**src/rtl/uart_pkg.sv**
```systemverilog
// Shared UART types and defaults, common to the receiver, baud generator and transmitter.
// Latency: none (types and constants only).
// Backpressure: none.
package uart_pkg;

    typedef enum logic [2:0] {IDLE, START, DATA, PARITY, STOP} rx_state_t;

    localparam int OVERSAMPLE_DEF = 8;
    localparam int DATA_BITS_DEF  = 8;

endpackage

```
**src/rtl/uart_rx_if.sv**
```systemverilog
// Receiver-side bundle: oversample tick and serial line in, received byte and status strobes out.
// Latency: none (wiring only).
// Backpressure: none; every strobe is a single-cycle pulse that must be taken when it appears.
interface uart_rx_if
    import uart_pkg::*;
#(
    parameter int DATA_BITS = DATA_BITS_DEF
) ();

    logic                 baud_tick;
    logic                 rx;
    logic [DATA_BITS-1:0] rx_data;
    logic                 rx_done;
    logic                 rx_busy;
    logic                 frame_err;
    logic                 parity_err;

    // master is the receiver, slave is the logic feeding ticks/line and consuming bytes
    modport master (
        input  baud_tick, rx,
        output rx_data, rx_done, rx_busy, frame_err, parity_err
    );

    modport slave (
        output baud_tick, rx,
        input  rx_data, rx_done, rx_busy, frame_err, parity_err
    );

endinterface

```
**src/rtl/sync_2ff.sv**
```systemverilog
// Two-flop synchronizer for a single asynchronous input, with a configurable reset value.
// Latency: 2 clk.
// Backpressure: none.
module sync_2ff #(
    parameter logic RST_VAL = 1'b1
) (
    input  logic clk,
    input  logic reset,
    input  logic d,
    output logic q
);

    logic meta_q, meta_d;
    logic sync_q, sync_d;

    always_comb begin
        meta_d = d;
        sync_d = meta_q;
    end

    always_ff @(posedge clk or posedge reset) begin
        if (reset) begin
            meta_q <= RST_VAL;
            sync_q <= RST_VAL;
        end else begin
            meta_q <= meta_d;
            sync_q <= sync_d;
        end
    end

    assign q = sync_q;

endmodule

```
**src/rtl/uart_rx.sv**
```systemverilog
// 8x-oversampled UART receiver, LSB first; optional parity bit with UART_RX_PARITY_EN defined.
// Latency: strobes one clk after the stop-bit sample, about 9.5 bit periods from start edge (10.5 with parity).
// Backpressure: none; rx_done/frame_err/parity_err are single-cycle pulses, rx_data holds until the next good frame.
module uart_rx
    import uart_pkg::*;
#(
    parameter int DATA_BITS  = DATA_BITS_DEF,
    parameter int OVERSAMPLE = OVERSAMPLE_DEF,
    parameter bit PARITY_ODD = 1'b0
) (
    input  logic clk,
    input  logic reset,
    uart_rx_if.master u
);

    localparam int TW = $clog2(OVERSAMPLE);
    localparam int BW = $clog2(DATA_BITS);
    localparam logic [TW-1:0] TICK_HALF = TW'(OVERSAMPLE / 2 - 1);
    localparam logic [TW-1:0] TICK_FULL = TW'(OVERSAMPLE - 1);
    localparam logic [BW-1:0] BIT_LAST  = BW'(DATA_BITS - 1);
`ifdef UART_RX_PARITY_EN
    localparam rx_state_t AFTER_DATA = PARITY;
`else
    localparam rx_state_t AFTER_DATA = STOP;
`endif

    logic                 rx_s;
    logic                 rx_q;
    rx_state_t            state_q, state_d;
    logic [TW-1:0]        tick_cnt_q, tick_cnt_d;
    logic [BW-1:0]        bit_cnt_q, bit_cnt_d;
    logic [DATA_BITS-1:0] shreg_q, shreg_d;
    logic [DATA_BITS-1:0] rx_data_q, rx_data_d;
    logic                 rx_done_q, rx_done_d;
    logic                 rx_busy_q, rx_busy_d;
    logic                 frame_err_q, frame_err_d;
`ifdef UART_RX_PARITY_EN
    logic                 par_mis_q, par_mis_d;
    logic                 parity_err_q, parity_err_d;
`endif

    sync_2ff #(.RST_VAL(1'b1)) u_sync_rx (
        .clk   (clk),
        .reset (reset),
        .d     (u.rx),
        .q     (rx_s)
    );

    logic start_edge, mid_start, mid_bit, last_bit;
    assign start_edge = rx_q & ~rx_s;
    assign mid_start  = (tick_cnt_q == TICK_HALF);
    assign mid_bit    = (tick_cnt_q == TICK_FULL);
    assign last_bit   = (bit_cnt_q == BIT_LAST);

    always_ff @(posedge clk or posedge reset) begin
        if (reset) begin
            rx_q         <= 1'b1;
            state_q      <= IDLE;
            tick_cnt_q   <= '0;
            bit_cnt_q    <= '0;
            shreg_q      <= '0;
            rx_data_q    <= '0;
            rx_done_q    <= 1'b0;
            rx_busy_q    <= 1'b0;
            frame_err_q  <= 1'b0;
`ifdef UART_RX_PARITY_EN
            par_mis_q    <= 1'b0;
            parity_err_q <= 1'b0;
`endif
        end else begin
            rx_q         <= rx_s;
            state_q      <= state_d;
            tick_cnt_q   <= tick_cnt_d;
            bit_cnt_q    <= bit_cnt_d;
            shreg_q      <= shreg_d;
            rx_data_q    <= rx_data_d;
            rx_done_q    <= rx_done_d;
            rx_busy_q    <= rx_busy_d;
            frame_err_q  <= frame_err_d;
`ifdef UART_RX_PARITY_EN
            par_mis_q    <= par_mis_d;
            parity_err_q <= parity_err_d;
`endif
        end
    end

    // Edge detection in IDLE runs every clk; everything else waits for baud_tick.
    always_comb begin
        state_d = state_q;
        case (state_q)
            IDLE:   if (start_edge)                          state_d = START;
            START:  if (u.baud_tick && mid_start)            state_d = rx_s ? IDLE : DATA;
            DATA:   if (u.baud_tick && mid_bit && last_bit)  state_d = AFTER_DATA;
`ifdef UART_RX_PARITY_EN
            PARITY: if (u.baud_tick && mid_bit)              state_d = STOP;
`endif
            STOP:   if (u.baud_tick && mid_bit)              state_d = IDLE;
            default:                                         state_d = IDLE;
        endcase
    end

    always_comb begin
        tick_cnt_d   = tick_cnt_q;
        bit_cnt_d    = bit_cnt_q;
        shreg_d      = shreg_q;
        rx_data_d    = rx_data_q;
        rx_done_d    = 1'b0;
        frame_err_d  = 1'b0;
`ifdef UART_RX_PARITY_EN
        par_mis_d    = par_mis_q;
        parity_err_d = 1'b0;
`endif
        case (state_q)
            IDLE: if (start_edge) tick_cnt_d = '0;
            START: if (u.baud_tick) begin
                if (mid_start) begin
                    tick_cnt_d = '0;
                    bit_cnt_d  = '0;
`ifdef UART_RX_PARITY_EN
                    par_mis_d  = 1'b0;
`endif
                end else begin
                    tick_cnt_d = tick_cnt_q + TW'(1);
                end
            end
            DATA: if (u.baud_tick) begin
                if (mid_bit) begin
                    shreg_d    = {rx_s, shreg_q[DATA_BITS-1:1]};
                    tick_cnt_d = '0;
                    if (!last_bit) bit_cnt_d = bit_cnt_q + BW'(1);
                end else begin
                    tick_cnt_d = tick_cnt_q + TW'(1);
                end
            end
`ifdef UART_RX_PARITY_EN
            PARITY: if (u.baud_tick) begin
                if (mid_bit) begin
                    par_mis_d  = (^{shreg_q, rx_s}) ^ PARITY_ODD;
                    tick_cnt_d = '0;
                end else begin
                    tick_cnt_d = tick_cnt_q + TW'(1);
                end
            end
`endif
            STOP: if (u.baud_tick) begin
                if (mid_bit) begin
                    tick_cnt_d = '0;
`ifdef UART_RX_PARITY_EN
                    parity_err_d = par_mis_q;
                    if (!rx_s)          frame_err_d = 1'b1;
                    else if (!par_mis_q) begin
                        rx_data_d = shreg_q;
                        rx_done_d = 1'b1;
                    end
`else
                    if (!rx_s) begin
                        frame_err_d = 1'b1;
                    end else begin
                        rx_data_d = shreg_q;
                        rx_done_d = 1'b1;
                    end
`endif
                end else begin
                    tick_cnt_d = tick_cnt_q + TW'(1);
                end
            end
            default: tick_cnt_d = '0;
        endcase
        rx_busy_d = (state_d != IDLE);
    end

    assign u.rx_data   = rx_data_q;
    assign u.rx_done   = rx_done_q;
    assign u.rx_busy   = rx_busy_q;
    assign u.frame_err = frame_err_q;
`ifdef UART_RX_PARITY_EN
    assign u.parity_err = parity_err_q;
`else
    // Parity sense is irrelevant here; it is referenced so both builds share one parameter list.
    assign u.parity_err = 1'b0 & PARITY_ODD;
`endif

endmodule

```
**src/flat_wrapper.sv**
```systemverilog
// flat-port wrapper written by rule: the top's interface ports become plain ports
module uart_rx_flat import uart_pkg::*;
#(
    parameter int DATA_BITS  = DATA_BITS_DEF,
    parameter int OVERSAMPLE = OVERSAMPLE_DEF,
    parameter bit PARITY_ODD = 1'b0
)
  (clk, reset, u_baud_tick, u_rx, u_rx_data, u_rx_done, u_rx_busy, u_frame_err, u_parity_err);
  uart_rx_if #(.DATA_BITS(DATA_BITS)) u_i ();
  input  logic clk;
  input  logic reset;
  input wire logic [$bits(u_i.baud_tick)-1:0] u_baud_tick;
  input wire logic [$bits(u_i.rx)-1:0] u_rx;
  output wire logic [$bits(u_i.rx_data)-1:0] u_rx_data;
  output wire logic [$bits(u_i.rx_done)-1:0] u_rx_done;
  output wire logic [$bits(u_i.rx_busy)-1:0] u_rx_busy;
  output wire logic [$bits(u_i.frame_err)-1:0] u_frame_err;
  output wire logic [$bits(u_i.parity_err)-1:0] u_parity_err;
  assign u_i.baud_tick = u_baud_tick;
  assign u_i.rx = u_rx;
  assign u_rx_data = u_i.rx_data;
  assign u_rx_done = u_i.rx_done;
  assign u_rx_busy = u_i.rx_busy;
  assign u_frame_err = u_i.frame_err;
  assign u_parity_err = u_i.parity_err;
  uart_rx #(.DATA_BITS(DATA_BITS), .OVERSAMPLE(OVERSAMPLE), .PARITY_ODD(PARITY_ODD)) u_core (.clk(clk), .reset(reset), .u(u_i));
endmodule
```
**config.mk**
```make
export PLATFORM = sky130hd
export DESIGN_NAME = uart_rx_flat
export DESIGN_NICKNAME = d
export VERILOG_FILES = /design/src/rtl/uart_pkg.sv /design/src/rtl/uart_rx_if.sv /design/src/rtl/sync_2ff.sv /design/src/rtl/uart_rx.sv /design/src/flat_wrapper.sv
export SDC_FILE = /design/constraint.sdc
export NUM_CORES = 1
export LEC_CHECK = 0
export BUFFER_PORTS_ARGS = -buffer_cell sky130_fd_sc_hd__buf_2
export CORE_UTILIZATION = 40
export CTS_CLUSTER_SIZE = 20
export DETAILED_ROUTE_END_ITERATION = 7
export HOLD_SLACK_MARGIN = 0.06
export PLACE_DENSITY = 0.63
export SYNTH_ARGS = -nofsm -noshare
export SYNTH_HDL_FRONTEND = slang
export SYNTH_SLANG_ARGS = --single-unit
```
**constraint.sdc**
```tcl
create_clock -name clk -period 1.8 [get_ports clk]
set_input_delay 0.18 -clock clk [delete_from_list [all_inputs] [get_ports clk]]
set_output_delay 0.18 -clock clk [all_outputs]
set_load 0.01 [all_outputs]
```
# Word level (Yosys, flattened, before mapping)
# Index checks and enable logic that the tools add are counted.
word_totals:
  elab_cells: 65
  reg_bits: 31
  in_bits: 4
  out_inout_bits: 12
op_classes:
  eq_ne: 13
  addsub: 2
  reduce_logical: 11
  bitwise: 2
  mux: 26
op_table:
  columns: ["op", "n"]
  rows:
  - ["3-bit two-way mux", 14]
  - ["3-bit case mux with 4 select lines", 1]
  - ["3-bit equality test, second input constant", 3]
  - ["3-bit case mux with 3 select lines", 1]
  - ["1-bit two-way mux", 8]
  - ["2-bit by 1-bit != test with 1-bit output, second input constant", 4]
  - ["3-bit by 1-bit adder with 3-bit output, second input constant", 2]
  - ["3-bit by 2-bit equality test with 1-bit output, second input constant", 2]
  - ["2-bit != test, second input constant", 3]
  - ["3-bit case mux with 2 select lines", 1]
  - ["3-bit AND reduction", 2]
  - ["6-bit AND reduction", 1]
  - ["4-bit AND reduction", 1]
  - ["3-bit by 1-bit equality test with 1-bit output, second input constant", 1]
  - ["1-bit logical AND", 3]
  - ["3-bit logical NOT", 1]
  - ["3-bit nonzero test", 1]
  - ["2-bit two-way mux", 1]
  - ["2-bit nonzero test", 1]
  - ["2-bit OR reduction", 1]
  - ["1-bit bitwise AND", 1]
  - ["1-bit inverter", 1]

# Logic depth before layout (Yosys ltp)
# Gate-level depths: netlist of run 1.
depth:
  ltp_word: 6
  depth_mapped: 6
  depth_no_buf: 6

# Modules after synthesis
# A second synthesis of run 1 with hierarchy kept.
unflattened:
  hier_cells: 113
  area_unflattened_um2: 1461.4
by_module_without_submodules:
  columns: ["module", "cells_per_inst", "seq_area_each_um2", "n_inst", "area_per_inst_um2"]
  rows:
  - ["uart_rx", 110, 726.9, 1, 1405.1]
  - ["sync_2ff", 3, 52.6, 1, 56.3]

# Least setup slack after synthesis of run 1
# Ideal clock, no wire load.
synth_path:
  path_kind: "register -> register"
  start: "reg u_core.tick_cnt_q[0]"
  end: "reg u_core.bit_cnt_q[0]"
  synth_period_minus_slack_ps: 1803
  t_arrival_ps: 1679
  path_slack_ps: -3
  path_stages_with_launch: 7
  path_buffers: 0
  t_required_ps: 1675
  path_cell_list: "dfrtp_1 -> ha_1 -> ha_1 -> nor2b_1 -> a31oi_1 -> nor3_1 -> mux2_2"
synth_between:
  elab_chain_len: 3
synth_rtl:
  columns: ["item", "line_no", "rtl"]
  rows:
  - ["start: declaration", "uart_rx.sv:30", "logic [TW-1:0] tick_cnt_q, tick_cnt_d;"]
  - ["start signal: assignment", "uart_rx.sv:73", "tick_cnt_q <= tick_cnt_d;"]
  - ["3-bit equality test or 3-bit by 2-bit equality test with 1-bit output (tied branches)", "uart_rx.sv:52, uart_rx.sv:51", null]
  - ["2-bit by 1-bit != test with 1-bit output (no source line)", null, null]
  - ["6-bit AND reduction (no source line) *", null, null]
  - ["end signal: assignment", "uart_rx.sv:74", "bit_cnt_q <= bit_cnt_d;"]
  - ["end: declaration", "uart_rx.sv:31", "logic [BW-1:0] bit_cnt_q, bit_cnt_d;"]
# Every way passes the cells marked *; elsewhere a longest branch is shown, timed or not.
# A chain may end at the register's enable or synchronous reset.

# Worst setup path after layout of run 1
# Same ends and word-level chain as after synthesis.

==> flow_summary.ini, run 1 <==
[logic_synthesis]
synth_flop_cell = dfrtp_1
netlist_instances = 113
ys_async_sr_fraction_pct = 100
yosys_register_bits = 31
synth_seq_area_share_pct = 54.1
synth_enable_flop_cells = 0
yosysWarnings = 0
synthesis.area_per_instance_sq_um = 12.8
synth.lib_cells_used.distinct = 38
syn_area_sq_um = 1440
net_count_of_the_mapped_netlist = 123

[placement]
dpl_worst_slack_ns = -0.0504
count_of_input_and_output_buffers = 14
dp.cells = 173
gp_routability_congestion = 0.825
detailed_placement_hpwl_microns = 1550

[clock_network]
worst_skew_pair.late_latency_ns = 0.33
tritoncts_buffers = 5
clock_tree_from_tritoncts = done
clock_path_buffers = 2
cts_max_level = 2
clock_sinks = 31
clk_root_buffer_cell = clkbuf_4
clk_pin_slew_ns = 0.09

[grt]
grt_first_pass_wirelength_microns = 3820
grt.overflow.total = 0
maximum_number_of_pins_on_one_net_before_global_route_repair = 32
antenna_found_initial = 0
groute.usage.overall_pct = 14.6
grt_pass1_vias = 868

[setup_path]
worst-path-max-fanout = 5
critical_path.endpoint_type = register
timing.rr.start = u_core.tick_cnt_q[0]$_DFFE_PP0P_
reg2reg_setup_slack_ns = 0.10
required_ns = 2.02
crit_path_start_kind = register
r2r_cells = 6
worstReg2RegEnd = u_core.bit_cnt_q[0]$_DFFE_PP0P_
worstSetupPathType = register to register
worstPathArrival_ns = 1.92

[final_layout]
final_instance_count_without_filler_cells = 182
antenna_cells_inserted = 0
layout-drive-gt1-share_pct = 43.4
finish.net_count = 146
num-fill-cells = 302
areaGrowthSynthToFinish_pct = 17.5

[routing]
routed_wirelength_microns = 2260
drt_iter0_drc = 14
met3RoutedLength_microns = 100
routed-via-count = 872
pre_repair_dr_iteration_count = 2
drc = 0
route.met2.wl_microns = 1060
drt-wirelength-per-cell_microns = 12.4
route.top_layer_used = met4
met1_routed_wirelength_after_detailed_routing_microns = 1040
route.detailed.vias_per_inst = 4.79
antenna_violating_nets_post_route = 0

[sta]
finalSetupTns_ns = 0
finalWorstSetupSlack_ns = 0.102
hold_violations = 0
finalWorstPathRequiredPeriod_ns = 1.70
achievable-frequency_mhz = 589
fin_skew_ns = 0.00807
grt_setup_unrepaired = false
maxSlewViolCount = 0
timing.final.crit_share_pct = 94.4
setup_violations = 0

[min_path]
holdPathStages = 3
hold_path.startpoint = u_baud_tick
worstHoldEndpoint = u_core.state_q[0]$_DFF_PP0_
hp_class = primary input to register

[run_status]
run_status = complete, no violations

[floorplanning]
placeableCoreArea_sq_um = 3390
floorplan.rows = 21
ioPinCount = 16
floorplan.die.height_microns = 62.0
initial_standard_cell_utilization_of_the_core_pct = 42.5
die_w_microns = 62.0
die_area_sq_um = 3850

[pwr]
power_w = 0.00162
power_density_nw_per_um2 = 957
power.static_leakage_nw = 0.884
irDropWorstVdd_mv = 0.452

[job]
drv.max_cap_violation_count = 0
[what timing repair did]
item	in CTS	in global routing
hold endpoints to repair	29	0
buffers inserted	0	0
pin swaps	1	1
resized for setup	7	1
hold buffers	2	0
setup endpoints to repair	3	3
cloned	0	0
[stage by stage]
stage | util (%) | hold slack (ns) | instance area (sq um)
global placement | 46.4 | 0.271 | 1570
global route | 50.0 | 0.201 | 1690
finish | 50.0 | 0.200 | 1690
detailed placement | 46.4 | 0.277 | 1570
CTS | 49.7 | 0.173 | 1680
floorplan | - | 0.184 | 1450
[critical path: stages (launching register included)]
cell     delay, ns
dfrtp_1       0.41
ha_4          0.19
ha_4          0.16
nor2b_4       0.16
a31oi_1       0.10
nor3_2        0.20
mux2_2        0.36
[worst max path at each step]
stage	end	depth (start not counted)	slack [ns]	from
6_report	u_core.bit_cnt_q[0]$_DFFE_PP0P_	6	0.10	u_core.tick_cnt_q[0]$_DFFE_PP0P_
3_3_place_gp	u_core.bit_cnt_q[0]$_DFFE_PP0P_	6	0.003	u_core.tick_cnt_q[0]$_DFFE_PP0P_
5_1_grt	u_core.bit_cnt_q[2]$_DFFE_PP0P_	6	0.0005	u_core.tick_cnt_q[0]$_DFFE_PP0P_
2_1_floorplan	u_core.bit_cnt_q[0]$_DFFE_PP0P_	6	0.09	u_core.tick_cnt_q[0]$_DFFE_PP0P_
4_1_cts	u_core.bit_cnt_q[0]$_DFFE_PP0P_	6	0.03	u_core.tick_cnt_q[0]$_DFFE_PP0P_
3_5_place_dp	u_core.bit_cnt_q[1]$_DFFE_PP0P_	6	-0.05	u_core.tick_cnt_q[1]$_DFFE_PP0P_
[synth_stat cells (2+ instances only)]
master   instances  share of area [%]
a31oi_1          2               0.87
and2b_1          2                1.0
and3_1           2               0.87
buf_6            2                1.6
dfrtp_1         28                 49
dfstp_2          3                5.5
ha_1             6                5.2
inv_1           10                2.6
mux2_2          19                 15
mux2i_1          2                1.4
nor2_1           9                2.3
nor2b_1          2               0.87
[flip-flops by register name, indices dropped and copies added, names as in the netlist]
register / cells
u_core.shreg_q: 8
u_core.u.rx_data: 8
u_core.bit_cnt_q: 3
u_core.state_q: 3
u_core.tick_cnt_q: 3
u_core.rx_q: 1
u_core.u.frame_err: 1
u_core.u.rx_busy: 1
u_core.u.rx_done: 1
u_core.u_sync_rx.meta_q: 1
u_core.u_sync_rx.q: 1
[report_power, final]
group	switching (W)	internal (W)	total [W]
Combinational	0.000212	0.000215	0.000427
Clock	0.000225	0.000181	0.000406
Sequential	0.0000366	0.000753	0.000789
[cell families (layout without fill, tap and decap cells)]
logic type | after synthesis | after routing | synth area share, %
other | 1 | 1 | 0.260
DFF | 31 | 31 | 54.1
muxes | 22 | 22 | 17.3
buffers and inverters | 15 | 38 | 5.29
AOI/OAI and AO/OA | 10 | 10 | 5.21
and+or+nand+nor | 27 | 27 | 12.1
adders and majority gates | 6 | 6 | 5.21
xor gates and xnor gates | 1 | 1 | 0.608
[per-layer routing]
layer  vias to the layer above  global-route usage, %
li1                        435                      -
met5                         -                      0
met3                         6                   5.59
met4                         0                   7.62
met2                        12                   23.7
met1                       419                   16.6
[cells in the final DEF, fill, tap and decap left out, drive strengths merged, types with 3 or more instances in the layout]
cell,n
buf,19
clkbuf,6
dfrtp,28
dfstp,3
ha,6
inv,10
mux2,20
nor2,10
[area by class of cell]
type | count | area [sq um] | share of cell area [%]
repair buffers | 21 | 128 | 7.53
inverters | 10 | 37.5 | 2.22
multi-input cells | 67 | 636 | 37.5
clock inverters | 1 | 5.00 | 0.295
clock buffers | 6 | 51.3 | 3.03
flip-flops and latches | 31 | 779 | 46.0
well taps | 46 | 57.6 | 3.40
(Power assumes the default switching activity.)
==> run 2: changes to the inputs <==
==> constraint.sdc (replaced) <==
create_clock -name clk -period 1.4 [get_ports clk]
set_input_delay 0.14 -clock clk [delete_from_list [all_inputs] [get_ports clk]]
set_output_delay 0.14 -clock clk [all_outputs]
set_load 0.01 [all_outputs]
==> run 2 against run 1 <==
The run now ends with setup timing left. Critical path type unchanged. Sequential cell count stayed put. Design area is 22% higher. Clock skew is 0.0039 ns lower.
==> flow_summary.ini, run 2 (synthesized netlist as in run 1, its figures left out) <==
[final_layout]
layout.cells.most_common = dfrtp_1
antenna_cells_inserted = 0
layout-drive-gt1-share_pct = 57.3
areaGrowthSynthToFinish_pct = 43.0
final_area_sq_um = 2060
finish.net_count = 166
layout.cells.most_common_list = dfrtp_1 (28), buf_4 (18), buf_2 (14)
finalCoreUtilization_pct = 60.8

[pwr]
power_density_nw_per_um2 = 1250
power.static_leakage_nw = 1.06
irDropWorstVdd_mv = 0.899

[sta]
setup_violations = 24
finalWorstSetupSlack_ns = -0.329
maxSlewViolCount = 0
timing.final.crit_share_pct = 123
fin_skew_ns = 0.00419
finalSetupTns_ns = -6.06
finalWorstPathRequiredPeriod_ns = 1.73
hold_violations = 0
grt_setup_unrepaired = true
finalHoldWorstSlack_ns = 0.199
achievable-frequency_mhz = 578

[floorplanning]
ioPinCount = 16
placeableCoreArea_sq_um = 3390
initial_standard_cell_utilization_of_the_core_pct = 42.5
floorplan.rows = 21
die_area_sq_um = 3850
floorplan.die.height_microns = 62.0
die_w_microns = 62.0

[min_path]
hp_class = primary input to register
hold_path.startpoint = u_baud_tick
worstHoldEndpoint = u_core.state_q[0]$_DFF_PP0_
holdPathStages = 3

[clock_network]
worst_skew_pair.late_latency_ns = 0.34
tritoncts_buffers = 5
clk_pin_slew_ns = 0.10
clock_path_buffers = 2
clk_root_buffer_cell = clkbuf_4
clock_tree_from_tritoncts = done
cts_max_level = 2
clock_sinks = 31

[setup_path]
worstPathArrival_ns = 1.95
path_delay_family = flip-flops
required_ns = 1.63
timing.critical_path.cells = ha_4, ha_4, nor2b_4, buf_12, nand4_4, buf_12, mux2_2
critical_path.endpoint_type = register
timing.critical_path.slowest_stage_cell = dfrtp_1
timing.rr.start = u_core.tick_cnt_q[0]$_DFFE_PP0P_
critPathBufInv = 2
cpPeakStageDelay_ns = 0.43
r2r_cells = 7
worstReg2RegEnd = u_core.u.rx_data[0]$_DFFE_PP0P_
crit_path_start_kind = register
worstSetupPathType = register to register
reg2reg_setup_slack_ns = -0.33
worst-path-max-fanout = 9

[job]
drv.max_cap_violation_count = 0

[routing]
drt-wirelength-per-cell_microns = 14.9
routed-via-count = 1009
antenna_violating_nets_post_route = 0
routed_wirelength_microns = 3020
route.detailed.vias_per_inst = 4.97
pre_repair_dr_iteration_count = 4
drt_iter0_drc = 17
drc = 0

[run_status]
run_status = complete, but fails checks
failing_checks = setup timing

[placement]
placedInstanceArea_sq_um = 1750
gp_routability_congestion = 0.766
dpl_worst_slack_ns = -0.364
detailed_placement_hpwl_microns = 1940
count_of_input_and_output_buffers = 14

[grt]
grt.overflow.total = 0
grt_first_pass_wirelength_microns = 4620
antenna_found_initial = 0
maximum_number_of_pins_on_one_net_before_global_route_repair = 32
grt_pass1_vias = 961
groute.usage.overall_pct = 17.7
[run 2: cell types whose count changed in the layout (fill, tap and decap cells not counted), sizes merged]
cell	previous run	this run
buf	19	38
bufinv	0	1
clkbuf	6	7
[run 2: power breakdown]
| part | switching [W] | leakage, nW | total [W] | internal, W |
|---|---|---|---|---|
| combinational | 0.000367 | 0.603 | 0.000818 | 0.000451 |
| sequential | 0.0000489 | 0.412 | 0.00102 | 0.000968 |
| clock | 0.000323 | 0.0482 | 0.000745 | 0.000422 |
| total | 0.000739 | 1.06 | 0.00258 | 0.00184 |
[run 2: worst max-delay path by stage]
stage / start / end / slack (ns) / cells after the start
6_report: u_core.tick_cnt_q[0]$_DFFE_PP0P_ / u_core.u.rx_data[0]$_DFFE_PP0P_ / -0.33 / 7
3_3_place_gp: u_core.tick_cnt_q[1]$_DFFE_PP0P_ / u_core.bit_cnt_q[0]$_DFFE_PP0P_ / -0.29 / 6
3_5_place_dp: u_core.tick_cnt_q[1]$_DFFE_PP0P_ / u_core.bit_cnt_q[1]$_DFFE_PP0P_ / -0.36 / 6
4_1_cts: u_core.tick_cnt_q[0]$_DFFE_PP0P_ / u_core.bit_cnt_q[1]$_DFFE_PP0P_ / -0.29 / 6
2_1_floorplan: u_core.tick_cnt_q[1]$_DFFE_PP0P_ / u_core.bit_cnt_q[0]$_DFFE_PP0P_ / -0.26 / 6
5_1_grt: u_core.tick_cnt_q[0]$_DFFE_PP0P_ / u_core.u.rx_data[7]$_DFFE_PP0P_ / -0.38 / 7
[run 2: metrics by stage]
step	total power (W)	cells
3_3_place_gp	0.00162	185
6_report	0.00258	203
2_1_floorplan	0.00147	113
3_5_place_dp	0.00166	185
5_1_grt	0.00271	203
4_1_cts	0.00250	196
[run 2: tightest hold or removal path, stage by stage]
cell and delay [ns]:
buf_2 0.14, and3_1 0.18, nor4_2 0.05
[run 2: what timing repair did]
item | CTS | global route
pin swaps | 6 | 2
hold buffers | 2 | 0
endpoints found under the setup margin | 26 | 25
endpoints found under the hold margin | 29 | 0
setup buffers | 2 | 7
gates resized for setup | 15 | 10
[run 2: routing by layer]
metal  global-route usage, %  vias up  share of wire (%)
li1                        -      476                  -
met4                    9.21        0                2.7
met1                    21.3      504                 43
met3                    6.63        9                3.4
met2                    27.7       20                 50
met5                       0        -                  0
[run 2: area by class of cell]
cell class              instances  area (sq um)
clock buffers                   6          51.3
multi-input cells              67           776
clock inverters                 2          35.0
repair buffers                 41           324
inverters                      10          37.5
flip-flops and latches         31           779
well taps                      46          57.6
fillers                       270          1330
